[config.mk]
export PLATFORM = sky130hd
export DESIGN_NAME = id_ex_stage
export DESIGN_NICKNAME = d
export VERILOG_FILES = /design/src/rtl/id_ex_stage.sv
export SDC_FILE = /design/constraint.sdc
export NUM_CORES = 1
export LEC_CHECK = 0
export CAP_MARGIN = 20
export CORE_AREA = 2 2 151 153
export DETAILED_ROUTE_END_ITERATION = 10
export DIE_AREA = 0 0 153 155
export PLACE_DENSITY_LB_ADDON = 0.12
export SYNTH_ARGS = -nofsm -noshare
export SYNTH_HDL_FRONTEND = slang
export SYNTH_SLANG_ARGS = --single-unit
[constraint.sdc]
create_clock -name clk -period 2 [get_ports clk]
set_input_delay 0.3 -clock clk [delete_from_list [all_inputs] [get_ports clk]]
set_output_delay 0.3 -clock clk [all_outputs]
set_load 0.01 [all_outputs]
[src/rtl/id_ex_stage.sv]
// ID/EX pipeline register with EX/MEM operand bypass, load-use stall
// detection and branch-flush bubble insertion.
module id_ex_stage #(
    parameter int W    = 32,
    parameter int PCW  = 32,
    parameter int CNTW = 16
) (
    input  logic            clk,
    input  logic            rst,
    output logic            rf_ena,
    input  logic            id_valid,
    input  logic [4:0]      id_rsc,
    input  logic [4:0]      id_rtc,
    input  logic [W-1:0]    id_rs,
    input  logic [W-1:0]    id_rt,
    input  logic            id_uses_rs,
    input  logic            id_uses_rt,
    input  logic [4:0]      id_rdc,
    input  logic            id_rf_w,
    input  logic            id_is_load,
    input  logic [3:0]      id_alu_op,
    input  logic [W-1:0]    id_imm,
    input  logic [PCW-1:0]  id_pc,
    input  logic [W-1:0]    ex_alu_result,
    input  logic [4:0]      mem_rdc,
    input  logic            mem_rf_w,
    input  logic [W-1:0]    mem_result,
    input  logic            flush,
    output logic            stall,
    output logic            ex_valid,
    output logic            ex_rf_w,
    output logic            ex_is_load,
    output logic [4:0]      ex_rdc,
    output logic [3:0]      ex_alu_op,
    output logic [W-1:0]    ex_rs_val,
    output logic [W-1:0]    ex_rt_val,
    output logic [W-1:0]    ex_imm,
    output logic [PCW-1:0]  ex_pc,
    output logic [CNTW-1:0] stall_cnt
);

    logic            ex_valid_reg;
    logic            ex_rf_w_reg;
    logic            ex_is_load_reg;
    logic [4:0]      ex_rdc_reg;
    logic [3:0]      ex_alu_op_reg;
    logic [W-1:0]    ex_rs_val_reg;
    logic [W-1:0]    ex_rt_val_reg;
    logic [W-1:0]    ex_imm_reg;
    logic [PCW-1:0]  ex_pc_reg;
    logic [CNTW-1:0] stall_cnt_reg;

    // Source 0 is rs, source 1 is rt.
    logic [4:0]   src_c    [2];
    logic [W-1:0] src_rf   [2];
    logic [W-1:0] src_next [2];
    logic [1:0]   src_uses;
    logic [1:0]   src_hit;
    logic         load_use;
    logic         bubble;

    assign src_c[0]  = id_rsc;
    assign src_c[1]  = id_rtc;
    assign src_rf[0] = id_rs;
    assign src_rf[1] = id_rt;
    assign src_uses  = {id_uses_rt, id_uses_rs};

    generate
        for (genvar gi = 0; gi < 2; gi++) begin : g_src
            assign src_hit[gi] = ex_valid_reg & ex_rf_w_reg & (ex_rdc_reg != 5'd0)
                               & (ex_rdc_reg == src_c[gi]);

            // First match wins; a load in EX cannot forward, it stalls instead.
            always_comb begin
                src_next[gi] = src_rf[gi];
                if (src_c[gi] == 5'd0)
                    src_next[gi] = '0;
                else if (src_hit[gi] && !ex_is_load_reg)
                    src_next[gi] = ex_alu_result;
                else if (mem_rf_w && (mem_rdc == src_c[gi]))
                    src_next[gi] = mem_result;
            end
        end
    endgenerate

    assign load_use = id_valid & ex_is_load_reg & |(src_uses & src_hit);
    assign stall    = load_use & ~flush & ~rst;
    assign rf_ena   = ~rst;
    assign bubble   = rst | flush | load_use | ~id_valid;

    always_ff @(posedge clk) begin
        if (bubble) begin
            ex_valid_reg   <= 1'b0;
            ex_rf_w_reg    <= 1'b0;
            ex_is_load_reg <= 1'b0;
            ex_rdc_reg     <= 5'd0;
            ex_alu_op_reg  <= 4'd0;
            ex_rs_val_reg  <= '0;
            ex_rt_val_reg  <= '0;
            ex_imm_reg     <= '0;
            ex_pc_reg      <= '0;
        end else begin
            ex_valid_reg   <= 1'b1;
            ex_rf_w_reg    <= id_rf_w;
            ex_is_load_reg <= id_is_load;
            ex_rdc_reg     <= id_rdc;
            ex_alu_op_reg  <= id_alu_op;
            ex_rs_val_reg  <= src_next[0];
            ex_rt_val_reg  <= src_next[1];
            ex_imm_reg     <= id_imm;
            ex_pc_reg      <= id_pc;
        end
    end

    always_ff @(posedge clk) begin
        if (rst)
            stall_cnt_reg <= '0;
        else if (stall && (stall_cnt_reg != {CNTW{1'b1}}))
            stall_cnt_reg <= stall_cnt_reg + 1'b1;
    end

    assign ex_valid   = ex_valid_reg;
    assign ex_rf_w    = ex_rf_w_reg;
    assign ex_is_load = ex_is_load_reg;
    assign ex_rdc     = ex_rdc_reg;
    assign ex_alu_op  = ex_alu_op_reg;
    assign ex_rs_val  = ex_rs_val_reg;
    assign ex_rt_val  = ex_rt_val_reg;
    assign ex_imm     = ex_imm_reg;
    assign ex_pc      = ex_pc_reg;
    assign stall_cnt  = stall_cnt_reg;

endmodule

# [Yosys cells after proc, flatten, opt, wreduce, memory -nomap -nowiden]
# Index checks and enable logic that the tools add are counted.
[op_classes] add_sub_neg=1 eq_ne=5 mux=5 bitwise_logic=15 n_reduce_logical=12
[op_table] operator="32-bit 2-to-1 mux" count=4
[op_table] operator="5-bit == test" count=4
[op_table] operator="16-bit by 1-bit adder with 16-bit output (second input constant)" count=1
[op_table] operator="16-bit != test (second input constant)" count=1
[op_table] operator="5-bit zero test" count=2
[op_table] operator="1-bit bitwise AND" count=8
[op_table] operator="2-bit OR reduction" count=3
[op_table] operator="1-bit logical AND" count=5
[op_table] operator="5-bit nonzero test" count=1
[op_table] operator="1-bit inverter" count=3
[op_table] operator="1-bit OR" count=3
[op_table] operator="2-bit bitwise AND" count=1
[op_table] operator="1-bit zero test" count=1
[op_table] operator="1-bit 2-to-1 mux" count=1
[word_totals] register_bits=156 input_bits=225 elab_cells=48

# [Logic depth before layout (Yosys ltp)]
[logic_depth] ltp_word=9 depth_mapped=9

# [Least setup slack after synthesis]
# OpenSTA, ideal clock, no wires.
[synth_path] path_type="reg-to-reg" startpoint="register ex_rdc_reg[1] (netlist: ex_rdc[1])" endpoint="register stall_cnt_reg[1] (netlist: stall_cnt[1])" t_arrival_ns=1.850 setup_slack_ns=0.022 path_stages_with_launch=9 path_buffers=2 path_cell_list="dfxtp_1 > or4_4 > nor2_4 > nor4_4 > o21ai_2 > buf_2 > buf_4 > mux2i_1 > nor2_1"
[synth_via] elab_chain_len=9 word_cells_on_any_way=12 cone_classes="eq/ne: 2; bitwise: 7; reduce/logical: 3"
[synth_lines] element="start, declared" line="45" text="logic [4:0] ex_rdc_reg;"
[synth_lines] element="start signal, assigned" line="106" text="ex_rdc_reg <= id_rdc;"
[synth_lines] element="5-bit nonzero test" line="70" text="assign src_hit[gi] = ex_valid_reg & ex_rf_w_reg & (ex_rdc_reg != 5'd0)"
[synth_lines] element="1-bit bitwise AND" line="70"
[synth_lines] element="1-bit bitwise AND" line="71" text="& (ex_rdc_reg == src_c[gi]);"
[synth_lines] element="2-bit bitwise AND *" line="86" text="assign load_use = id_valid & ex_is_load_reg & |(src_uses & src_hit);"
[synth_lines] element="2-bit OR reduction *" line="86"
[synth_lines] element="1-bit bitwise AND *" line="86"
[synth_lines] element="1-bit bitwise AND * (2 in series)" line="87" text="assign stall = load_use & ~flush & ~rst;"
[synth_lines] element="1-bit logical AND *" line="118" text="else if (stall && (stall_cnt_reg != {CNTW{1'b1}}))"
[synth_lines] element="end signal, assigned" line="119" text="stall_cnt_reg <= stall_cnt_reg + 1'b1;"
[synth_lines] element="end, declared" line="51" text="logic [CNTW-1:0] stall_cnt_reg;"
# Every way passes the cells marked *; elsewhere a longest branch is shown, timed or not.
# A chain may end at the register's enable or synchronous reset.

# [Worst setup path in the final report]
[layout_path] startpoint="register ex_rdc_reg[2] (netlist: ex_rdc[2])" endpoint="register ex_rt_val_reg[1] (netlist: ex_rt_val[1])"
[layout_via] elab_chain_len=9 word_cells_on_any_way=14 cone_classes="eq/ne: 2; mux: 1; bitwise: 7; reduce/logical: 4"
[layout_lines] element="5-bit nonzero test" line="70"
[layout_lines] element="1-bit bitwise AND" line="70"
[layout_lines] element="1-bit bitwise AND" line="71"
[layout_lines] element="2-bit bitwise AND" line="86"
[layout_lines] element="2-bit OR reduction" line="86"
[layout_lines] element="1-bit bitwise AND" line="86"
[layout_lines] element="1-bit OR (2 in series)" line="89" text="assign bubble = rst | flush | load_use | ~id_valid;"
[layout_lines] element="2-bit OR reduction (no source line)"
[layout_lines] element="end signal, assigned" line="109" text="ex_rt_val_reg <= src_next[1];"
[layout_lines] element="end, declared" line="48" text="logic [W-1:0] ex_rt_val_reg;"
# Parallel ways exist; a longest one is shown, timed or not.

==> key figures <==
Clocking
  – Worst-skew pair later-pin latency: 0.42 ns
  – CTS tree: built
  – Clock Sinks: 156
  – Max clock buf depth: 2
  – CTS Buf Count: 17
  – Clock slew seen by the registers of the worst setup and hold paths: 0.07 ns
  – CTS Root Cell: clkbuf_16
  – # H-tree levels: 4
  – Hold-fix buffers, CTS: 0

Floorplan
  – Starting density of the core: 0.278
  – Row count: 55
  – Die height: 155 um
  – Die ar.: 23700 um^2
  – Core area: 22200 um^2
  – I/O Pins: 383
  – Die X: 153 um

Place
  – Number of port buffers: 382
  – Post-DP HPWL: 18.1 mm
  – GPL Wtd Cong: 0.837

Finish
  – Nets@finish: 1342
  – FILL cells: 2007
  – Area grow syn2layout: 99.0%
  – Most frequent cells in the layout: clkdlybuf4s50_1 (377), dfxtp_1 (152), nand3_1 (95)
  – Storage cell area: 3130 um^2
  – Most common cell after layout, fill and taps aside: clkdlybuf4s50_1
  – Share of cells above drive strength 1: 0.182
  – Area of the multi-input gates: 3160 um^2

STA
  – Min Tclk post-route: 2.15 ns
  – Max-slew headroom: 0.645
  – Worst Setup Slack, final: -0.150 ns
  – Final Cycle Share: 1.08
  – Worst Skew: 0.0136 ns
  – Final TNS setup: -12.45 ns
  – Peak Freq: 465 MHz
  – Final Setup Violations: 154
  – Final Hold Vio Count: 0
  – Worst slew pin tran: 0.530 ns
  – Slew Limit Fails: 0
  – RSZ-0062 raised after global routing: yes

Pwr
  – Pwr/cell area: 617 nW/um^2
  – VDD IR max: 0.000550 V
  – Total power: 0.00759 W
  – Leak: 5.26 nW

Route
  – Drt via density: 4.88
  – Final WL: 27.4 mm
  – Iter 0 DRT Violations: 251
  – Drt first pass iters: 4
  – Residual DRC: 0
  – ANT nets after route: 0
  – Vias post-DR: 6911
  – DR WL/cell: 19.4 um

Global route
  – First-pass GRT wire length: 40.1 mm
  – Overflow after GRT: 0
  – Total Routing Usage GR: 0.217
  – Initial antenna violation count: 0
  – Largest net degree at the start of global routing: 77
  – Vias in the first global route: 6886

Setup path
  – CP bufs+invs: 2
  – Crit path max-delay family: simple AND/OR/NAND/NOR gates
  – Max stage delay on crit path: 0.52 ns
  – Crit path capture type: flip-flop
  – Slowest CP cell: or4_4
  – Startpoint Class: flip-flop
  – Critical path fanouts, max: 8
  – Crit path required time: 2.37 ns
  – WP data arrival: 2.52 ns
  – Crit-path cells: or4_4 -> nor2_4 -> nor4_4 -> buf_4 -> o21ai_4 -> and3_4 -> clkbuf_16 -> o211a_1
  – CP Class: flip-flop to flip-flop

Synth
  – Sequential area share after synthesis: 0.505
  – Synth unique cells: 43
  – Post-synth net total: 904
  – Netlist Area Pre-Place: 6180 um^2
  – Post-Syn Instances: 678
  – Synth Area per Inst: 9.12 um^2
  – Yosys reg bits: 156
  – YS warnings: 0

Worst hold path
  – Worst min-delay path category: primary input to flip-flop

Job
  – Max_cap viols: 0

Outcome
  – Failing checks: negative setup slack
  – Status: complete, but fails checks
## worst paths after layout
| path | cells past startpoint | from | end | slack (ns) |
|---|---|---|---|---|
| worst max-delay path | 8 | ex_rdc[2]$_SDFF_PP0_ | ex_rt_val[1]$_SDFF_PP0_ | -0.15 |
| worst min-delay path | 2 | id_rdc[0] | ex_rdc[0]$_SDFF_PP0_ | 0.43 |
| worst max register to register | 8 | ex_rdc[2]$_SDFF_PP0_ | ex_rt_val[1]$_SDFF_PP0_ | -0.15 |
| worst min register to register | 2 | stall_cnt[5]$_SDFFE_PP0P_ | stall_cnt[5]$_SDFFE_PP0P_ | 0.50 |
## Yosys cell counts
library cell | number | area share
and4_1 | 3 | 0.0043
o21ai_2 | 1 | 0.0014
and3_1 | 81 | 0.082
xnor2_1 | 15 | 0.021
o211a_1 | 32 | 0.052
nor4_1 | 1 | 0.0010
or3_1 | 12 | 0.012
or4b_2 | 1 | 0.0016
o31ai_1 | 1 | 0.0012
and2_0 | 1 | 0.0010
nor3_1 | 5 | 0.0040
or4_4 | 1 | 0.0018
a21boi_0 | 1 | 0.0012
a31oi_1 | 1 | 0.0010
buf_4 | 3 | 0.0036
o2111ai_1 | 1 | 0.0014
nor2_1 | 40 | 0.024
mux2i_1 | 1 | 0.0016
nand2_1 | 76 | 0.046
a21oi_1 | 16 | 0.013
ha_1 | 1 | 0.0020
and2_1 | 5 | 0.0051
xor2_1 | 6 | 0.0085
clkbuf_1 | 33 | 0.020
o21a_1 | 2 | 0.0024
nand3_2 | 1 | 0.0016
a211oi_1 | 4 | 0.0049
o21ai_0 | 12 | 0.0097
nand4bb_1 | 1 | 0.0018
o21ai_4 | 1 | 0.0026
nor2_4 | 1 | 0.0018
a311oi_1 | 28 | 0.040
dfxtp_1 | 156 | 0.51
nand4_1 | 3 | 0.0030
nor3b_2 | 1 | 0.0020
buf_2 | 17 | 0.014
inv_1 | 3 | 0.0018
nor4_4 | 2 | 0.0069
o211ai_1 | 2 | 0.0024
nand2b_1 | 1 | 0.0010
clkbuf_2 | 4 | 0.0032
buf_6 | 3 | 0.0055
nand3_1 | 98 | 0.079
## final cells by class
cell class                      count  area share
Tap cell                          285      0.0290
Clock buffer                       18      0.0349
Timing Repair Buffer              479       0.412
Inverter                            3    0.000915
Antenna cell                        1    0.000203
Multi-Input combinational cell    459       0.257
Clock inverter                     14      0.0122
Sequential cell                   156       0.254
## logic make-up after synthesis
group | synth area share
xor+xnor | 0.0297
compound gates | 0.133
fa+ha+maj | 0.00202
buf+inv | 0.0480
flops | 0.505
simple gates | 0.281
mux | 0.00162
## through the flow
stage          area, um^2  cells   util  setup WS [ns]  hold WS (ns)
2_1_floorplan        6180    678      -         0.0219         0.446
3_3_place_gp        10700   1346  0.482         -0.430         0.488
3_5_place_dp        10700   1346  0.482         -0.467         0.493
4_1_cts             12000   1406  0.538         -0.180         0.412
5_1_grt             12300   1414  0.554         -0.250         0.416
6_report            12300   1415  0.554         -0.150         0.430
## layer usage
layer	part of all wire	wire, um	global-route usage
met2	0.50	13700	0.375
met1	0.38	10300	0.246
met5	0	0	0
met4	0.024	663	0.0728
met3	0.097	2670	0.0858
## what timing repair did
item / in CTS / in global routing
pin swaps: 24 / 28
setup buffers: 23 / 3
cloned: 8 / 7
endpoints found under the setup margin: 90 / 158
gates resized for setup: 62 / 47
endpoints found under the hold margin: 0 / 0
## worst reg2reg max path: cells and delay by family, from the launching register on
| kind | cells | cell delay, ns |
|---|---|---|
| AOI/OAI and AO/OA | 2 | 0.33 |
| buffers and inverters | 2 | 0.35 |
| DFF | 1 | 0.33 |
| and+or+nand+nor | 4 | 1.08 |
## report_power, final
group / leakage [nW] / internal [W] / switching [W]
combinational: 3.71 / 0.000706 / 0.000388
sequential: 1.27 / 0.00318 / 0.0000248
clock: 0.282 / 0.00178 / 0.00151
No activity file was read; power rests on OpenSTA's default activity.
